$ cat src/rtl/sum_bcd_converter.sv
// sum_bcd_converter: converts the adder's {carry, sum} into three BCD digits by iterative double-dabble
module sum_bcd_converter #(
    parameter int N_BITS = 8
) (
    input  logic              clk,
    input  logic              reset,
    input  logic              start,
    input  logic [N_BITS-1:0] sum,
    input  logic              carry,
    output logic              busy,
    output logic              done,
    output logic [3:0]        hundreds,
    output logic [3:0]        tens,
    output logic [3:0]        ones
);
    localparam int W  = N_BITS + 1;
    localparam int CW = $clog2(W + 1);

    typedef enum logic {IDLE, CONVERT} state_t;

    state_t        state;
    logic [11:0]   bcd;
    logic [11:0]   bcd_adj;
    logic [W-1:0]  bin;
    logic [CW-1:0] count;
    logic [W+11:0] shifted;
    logic          last;

    // one iteration: correct every nibble >= 5 by +3, then shift the whole {bcd, bin} register left
    always_comb begin
        for (int i = 0; i < 3; i++)
            bcd_adj[4*i +: 4] = (bcd[4*i +: 4] >= 4'd5) ? bcd[4*i +: 4] + 4'd3 : bcd[4*i +: 4];
        shifted = {bcd_adj[10:0], bin, 1'b0};
        last    = (count == CW'(W - 1));
    end

    // control FSM and datapath; digits load only on the completion edge so partial results never show
    always_ff @(posedge clk or posedge reset) begin
        if (reset) begin
            state    <= IDLE;
            busy     <= 1'b0;
            done     <= 1'b0;
            hundreds <= 4'd0;
            tens     <= 4'd0;
            ones     <= 4'd0;
            bcd      <= 12'd0;
            bin      <= '0;
            count    <= '0;
        end else begin
            done <= 1'b0;
            case (state)
                IDLE: begin
                    if (start) begin
                        bin   <= {carry, sum};
                        bcd   <= 12'd0;
                        count <= '0;
                        busy  <= 1'b1;
                        state <= CONVERT;
                    end
                end
                CONVERT: begin
                    bcd   <= shifted[W+11:W];
                    bin   <= shifted[W-1:0];
                    count <= count + 1'b1;
                    if (last) begin
                        {hundreds, tens, ones} <= shifted[W+11:W];
                        busy  <= 1'b0;
                        done  <= 1'b1;
                        state <= IDLE;
                    end
                end
                default: state <= IDLE;
            endcase
        end
    end
endmodule

$ cat config.mk
export PLATFORM = sky130hd
export DESIGN_NAME = sum_bcd_converter
export DESIGN_NICKNAME = d
export VERILOG_FILES = /design/src/rtl/sum_bcd_converter.sv
export SDC_FILE = /design/constraint.sdc
export NUM_CORES = 1
export LEC_CHECK = 0
export ABC_AREA = 1
export BUFFER_PORTS_ARGS = -buffer_cell sky130_fd_sc_hd__clkbuf_2
export CORE_ASPECT_RATIO = 0.5
export CORE_MARGIN = 4
export CORE_UTILIZATION = 25
export CTS_CLUSTER_SIZE = 12
export DETAILED_ROUTE_END_ITERATION = 6
export GPL_ROUTABILITY_DRIVEN = 0
export GPL_TIMING_DRIVEN = 0
export PLACE_DENSITY_LB_ADDON = 0.1
export SLEW_MARGIN = 15
export SYNTH_ARGS = -nofsm -noshare
export SYNTH_HDL_FRONTEND = slang
export SYNTH_SLANG_ARGS = --single-unit
$ cat constraint.sdc
create_clock -name clk -period 2.3 [get_ports clk]
set_input_delay 0.115 -clock clk [delete_from_list [all_inputs] [get_ports clk]]
set_output_delay 0.115 -clock clk [all_outputs]
set_load 0.01 [all_outputs]
# Yosys cells after proc, flatten, opt, wreduce, memory -nomap -nowiden
# Index checks and enable logic that the tools add are counted.
classes:
  addsub: 4
  mul: 0
  div: 0
  n_lt_le_gt_ge: 3
  eq_ne: 3
  shifts: 0
  n_mux: 17
  bitwise: 1
  reduce_logical: 2
ops:
  columns: ["op", "count"]
  rows:
  - ["one-hot mux 12 bit (2 select lines)", 1]
  - ["one-hot mux 9 bit (2 select lines)", 1]
  - [">= comparator 4 x 3 -> 1 bit (second input constant)", 3]
  - ["two-way mux 12 bit", 1]
  - ["two-way mux 4 bit", 3]
  - ["two-way mux 9 bit", 1]
  - ["adder 4 x 2 -> 4 bit (second input constant)", 2]
  - ["one-hot mux 4 bit (2 select lines)", 1]
  - ["two-way mux 1 bit", 6]
  - ["adder 4 x 1 -> 4 bit (second input constant)", 1]
  - ["equality test 4 bit (second input constant)", 1]
  - ["one-hot mux 1 bit (2 select lines)", 2]
  - ["AND reduction 2 bit", 2]
  - ["adder 3 x 2 -> 3 bit (second input constant)", 1]
  - ["two-way mux 3 bit", 1]
  - ["!= test 2 x 1 -> 1 bit (second input constant)", 1]
  - ["!= test 2 bit (second input constant)", 1]
  - ["NOT 1 bit", 1]
totals:
  ff_bits: 40
  latch_bits: 0
  ramBits: 0
  mem_bits_ro: 0
  output_inout_bits: 14
  wordCells: 39
  memories: 0

# Logic depth before layout (Yosys ltp)
logic_depth:
  word_depth: 3
  depth_mapped: 9

# Least setup slack after synthesis
# No wires, ideal clock.
synth_timing:
  kind: "reg2reg"
  start: "register bcd[4]"
  end: "register bcd[5]"
  t_arrival_ps: 1061
  t_required_ps: 2183
  setup_slack_ps: 1121
  path_stages_with_launch: 9
  path_buffers: 0
  synth_period_minus_slack_ps: 1179
  cell_sequence: "dfrtp_1 -> inv_1 -> ha_1 -> inv_1 -> nand2_1 -> nand3_1 -> nand2_1 -> nand3_1 -> nand2_1"
synth_between:
  elab_chain_len: 3
  elab_cells_between_ends: 4
synth_lines:
  columns: ["element", "line", "source"]
  rows:
  - ["start, declared", "22", "logic [11:0] bcd;"]
  - ["start signal, assigned", "62", "bcd <= shifted[W+11:W];"]
  - ["adder 4 x 2 -> 4 bit or >= comparator 4 x 3 -> 1 bit (tied branches)", "32", "bcd_adj[4*i +: 4] = (bcd[4*i +: 4] >= 4'd5) ? bcd[4*i +: 4] + 4'd3 : bcd[4*i +: 4];"]
  - ["two-way mux 4 bit *", "32", null]
  - ["one-hot mux 12 bit (2 select lines) *", "51", "case (state)"]
# Every way passes the cells marked *; elsewhere a longest branch is shown, timed or not.
# A chain may end at the register's enable or synchronous reset.

# Final worst setup path
layout_timing:
  start: "register bcd[0]"
  end: "register tens[0]"
layout_between:
  elab_chain_len: 2
  elab_cells_between_ends: 3
layout_lines:
  columns: ["element", "line", "source"]
  rows:
  - ["adder 4 x 2 -> 4 bit or >= comparator 4 x 3 -> 1 bit (tied branches)", "32", null]
  - ["two-way mux 4 bit *", "32", null]
  - ["end signal, assigned", "66", "{hundreds, tens, ones} <= shifted[W+11:W];"]
  - ["end, declared", "13", "output logic [3:0] tens,"]
# Marked as above.

==> impl_metrics.prom <==
# TYPE chip_impl_metric gauge
chip_impl_info{name="run_status",value="completed"} 1
chip_impl_metric{name="area_growth_syn_to_layout",unit="%"} 21.7
chip_impl_metric{name="detailedPlacementHpwl",unit="mm"} 3.11
chip_impl_metric{name="gr-total-overflow",unit=""} 0
chip_impl_metric{name="clock_insertion_delay_worst_skew",unit="ns"} 0.28
chip_impl_info{name="setup_repair_after_global_routing_missed_its_margin",value="false"} 1
chip_impl_metric{name="worst-path-max-fanout",unit=""} 5
chip_impl_metric{name="post_cts_repair_resize_count",unit=""} 0
chip_impl_metric{name="clock_path_buffers",unit=""} 2
chip_impl_metric{name="wire_per_inst",unit="um"} 12.5
chip_impl_metric{name="via_count",unit=""} 1540
chip_impl_metric{name="cts.repair_timing.setup_buffer_count",unit=""} 0
chip_impl_metric{name="design.portCount",unit=""} 26
chip_impl_metric{name="drtPass1Iterations",unit=""} 5
chip_impl_metric{name="design.die.area",unit="sq um"} 9070
chip_impl_metric{name="p_leak",unit="uW"} 0.00119
chip_impl_info{name="slowest_library_cell_on_the_worst_path",value="dfrtp_1"} 1
chip_impl_metric{name="wire_length_of_the_first_global_routing_pass",unit="mm"} 7.60
chip_impl_info{name="worst_setup_path_start_kind",value="register"} 1
chip_impl_metric{name="placeableCoreArea",unit="sq um"} 7320
chip_impl_metric{name="pin_count_of_the_biggest_net_entering_global_routing",unit=""} 33
chip_impl_info{name="timing_worst_setup_path_type",value="register to register"} 1
chip_impl_metric{name="setup_violations",unit=""} 0
chip_impl_metric{name="hold_buffers",unit=""} 1
chip_impl_metric{name="muxShareOfSynthArea",unit=""} 0
chip_impl_metric{name="clkSlewWorstSetupHoldPaths",unit="ns"} 0.06
chip_impl_info{name="hold_path_class",value="primary input to register"} 1
chip_impl_metric{name="port_buffers",unit=""} 25
chip_impl_metric{name="floorplan.initialDensity",unit=""} 0.257
chip_impl_metric{name="synth_area",unit="sq um"} 1880
chip_impl_metric{name="synth-seq-cells",unit=""} 40
chip_impl_metric{name="finalWorstPathRequiredPeriod",unit="ns"} 1.36
chip_impl_metric{name="ys_types",unit=""} 19
chip_impl_metric{name="number_of_h_tree_levels",unit=""} 2
chip_impl_metric{name="mapped_nets",unit=""} 242
chip_impl_metric{name="clock-sinks",unit=""} 40
chip_impl_metric{name="grt_pass1_vias",unit=""} 1535
chip_impl_metric{name="n_antenna_cell",unit=""} 0
chip_impl_metric{name="post_synth_fa_ha_maj_area_fraction",unit=""} 0.0531
chip_impl_info{name="worst_path_most_repeated_cell",value="nand2_1"} 1
chip_impl_info{name="dominant_combinational_cell_family_by_area_after_synthesis",value="simple AND/OR/NAND/NOR gates"} 1
chip_impl_metric{name="avgViaCountPerCell",unit=""} 4.38
chip_impl_metric{name="die_h",unit="um"} 69.4
chip_impl_metric{name="dieWidth",unit="um"} 131
chip_impl_metric{name="required",unit="ns"} 2.52
chip_impl_metric{name="maxCapViolations",unit=""} 0
chip_impl_metric{name="synth.avg_cell_area",unit="sq um"} 8.49
chip_impl_info{name="path_cells",value="inv_1 > ha_1 > nand2_1 > nand2_1 > o21ai_0 > nand2_1 > nand2_1"} 1
chip_impl_metric{name="final_max_slew_viol_count",unit=""} 0
chip_impl_metric{name="placementRows",unit=""} 22
chip_impl_info{name="tritoncts",value="built"} 1
chip_impl_metric{name="maximum_achievable_frequency",unit="MHz"} 733
chip_impl_metric{name="antenna_found_initial",unit=""} 0
chip_impl_metric{name="synth_simple_gate_area_frac",unit=""} 0.289
chip_impl_metric{name="grt_use_total",unit=""} 0.106
chip_impl_metric{name="drive_above_1_share",unit=""} 0.164
chip_impl_info{name="timing.critical_path.to_type",value="register"} 1
chip_impl_info{name="clk_root_buffer_cell",value="clkbuf_16"} 1
chip_impl_metric{name="post_synth_inst_count",unit=""} 222
chip_impl_metric{name="cts_buffers",unit=""} 5
chip_impl_metric{name="synth_seq_area_share",unit=""} 0.531
chip_impl_metric{name="antenna_violating_nets_post_route",unit=""} 0
chip_impl_metric{name="final-hold-violation-count",unit=""} 0
chip_impl_metric{name="max-slew-margin-rel",unit=""} 0.796
chip_impl_metric{name="final.setup.tns",unit="ns"} 0
chip_impl_metric{name="postLayoutCoreUtil",unit=""} 0.313
chip_impl_metric{name="finalWirelength",unit="mm"} 4.38
chip_impl_metric{name="nNetsFinal",unit=""} 276
chip_impl_metric{name="detail_route.iter0.violations",unit=""} 61
chip_impl_metric{name="vdd_drop_max",unit="uV"} 298
chip_impl_metric{name="cp.arrival",unit="ns"} 1.59
chip_impl_metric{name="timing.final.crit_share",unit=""} 0.593
chip_impl_metric{name="synth-compound-area-share",unit=""} 0.0591
chip_impl_metric{name="route.detailed.drc",unit=""} 0
chip_impl_metric{name="slowest_delay",unit="ns"} 0.40
chip_impl_metric{name="pwr_cell_area",unit="nW/um^2"} 1400
chip_impl_info{name="critical-path-top-delay-family",value="flip-flops"} 1
chip_impl_metric{name="tightest_slew",unit="ns"} 0.302
chip_impl_metric{name="synthXorXnorAreaFrac",unit=""} 0.00465
chip_impl_metric{name="yosysWarnings",unit=""} 0
chip_impl_metric{name="critical_path_buffer_and_inverter_count",unit=""} 1
chip_impl_metric{name="skew",unit="ns"} 0.00356
cells in the final DEF (no fill, tap or decap), drive strengths merged:
| cell type | count |
|---|---|
| a22o | 1 |
| buf | 6 |
| clkbuf | 31 |
| clkinv | 1 |
| dfrtp | 40 |
| dlygate4sd3 | 1 |
| ha | 8 |
| inv | 22 |
| nand2 | 87 |
| nand3 | 27 |
| nand4 | 6 |
| nor2 | 6 |
| o211ai | 1 |
| o21ai | 14 |
| o22ai | 4 |
| xnor2 | 1 |
stage by stage:
stage	power (uW)	std cells	cell area (sq um)	hold slack [ns]	worst slack (ns)
floorplan	2190	222	1880	0.235	1.12
global placement	2570	343	2130	0.325	0.621
detailed placement	2600	344	2150	0.0349	0.920
CTS	3280	352	2290	0.0359	0.907
global route	3570	352	2290	0.0460	0.749
finish	3220	352	2290	0.0392	0.935
worst reg2reg max path: cells and delay by family (launching register included):
family | cells | cell delay [ns]
adder cells (fa/ha/maj) | 1 | 0.24
AND/OR/NAND/NOR | 4 | 0.31
flip-flops | 1 | 0.40
AO/OA/AOI/OAI | 1 | 0.26
buffers and inverters | 1 | 0.10
cell usage after synthesis:
library cell | number | area share
o211ai_1 | 1 | 0.0040
xnor2_1 | 1 | 0.0046
inv_2 | 2 | 0.0040
nand2_1 | 87 | 0.17
inv_1 | 20 | 0.040
buf_4 | 2 | 0.0080
nand3_1 | 27 | 0.072
a22o_1 | 1 | 0.0046
nand4_1 | 5 | 0.017
nor2_4 | 1 | 0.0060
o21ai_0 | 13 | 0.035
nor2_1 | 5 | 0.010
ha_1 | 8 | 0.053
dfrtp_1 | 40 | 0.53
buf_6 | 1 | 0.0060
o21ai_1 | 1 | 0.0027
nand4_4 | 1 | 0.011
o22ai_1 | 4 | 0.013
buf_2 | 2 | 0.0053
state kept, by name, indices dropped and copies added (netlist names):
name	cells
done	1
bcd	12
hundreds	4
state	1
count	4
ones	4
tens	4
bin	9
busy	1
per-layer routing:
metal	track usage	routed length, um	vias to the layer above
li1	-	-	782
met1	0.140	2170	720
met2	0.166	1920	28
met3	0.0331	210	10
met4	0.0342	80	0
met5	0	0	-
power breakdown:
| part | internal, uW | switching (uW) | total [uW] |
|---|---|---|---|
| combinational | 502 | 818 | 1320 |
| clock | 394 | 268 | 662 |
| sequential | 1020 | 219 | 1240 |
| total | 1920 | 1310 | 3220 |
final cells by class:
| class | instances | area, sq um |
|---|---|---|
| multi-input cells | 155 | 764 |
| repair buffers | 27 | 155 |
| flip-flops and latches | 40 | 1000 |
| well taps | 96 | 120 |
| clock buffers | 6 | 129 |
| inverters | 22 | 82.6 |
| plain buffers | 5 | 36.3 |
| fillers | 802 | 5030 |
| clock inverters | 1 | 5.00 |
path summary, 6_finish.rpt:
check                      slack (ns)     endpoint  depth (start not counted)        start
setup / recovery                 0.94      tens[0]                          7       bcd[0]
hold / removal                   0.04       bin[1]                          3       sum[1]
setup reg to reg                 0.94      tens[0]                          7       bcd[0]
hold reg to reg                  0.48  hundreds[1]                          2  hundreds[1]
max in group asynchronous        1.60     count[1]                          4        reset
min in group asynchronous        0.28      bcd[10]                          3        reset
logic make-up after synthesis:
group           Yosys count
simple gates            126
flops                    40
compound gates           20
xor+xnor                  1
fa+ha+maj                 8
buf+inv                  27
No activity file was read; power rests on OpenSTA's default activity.
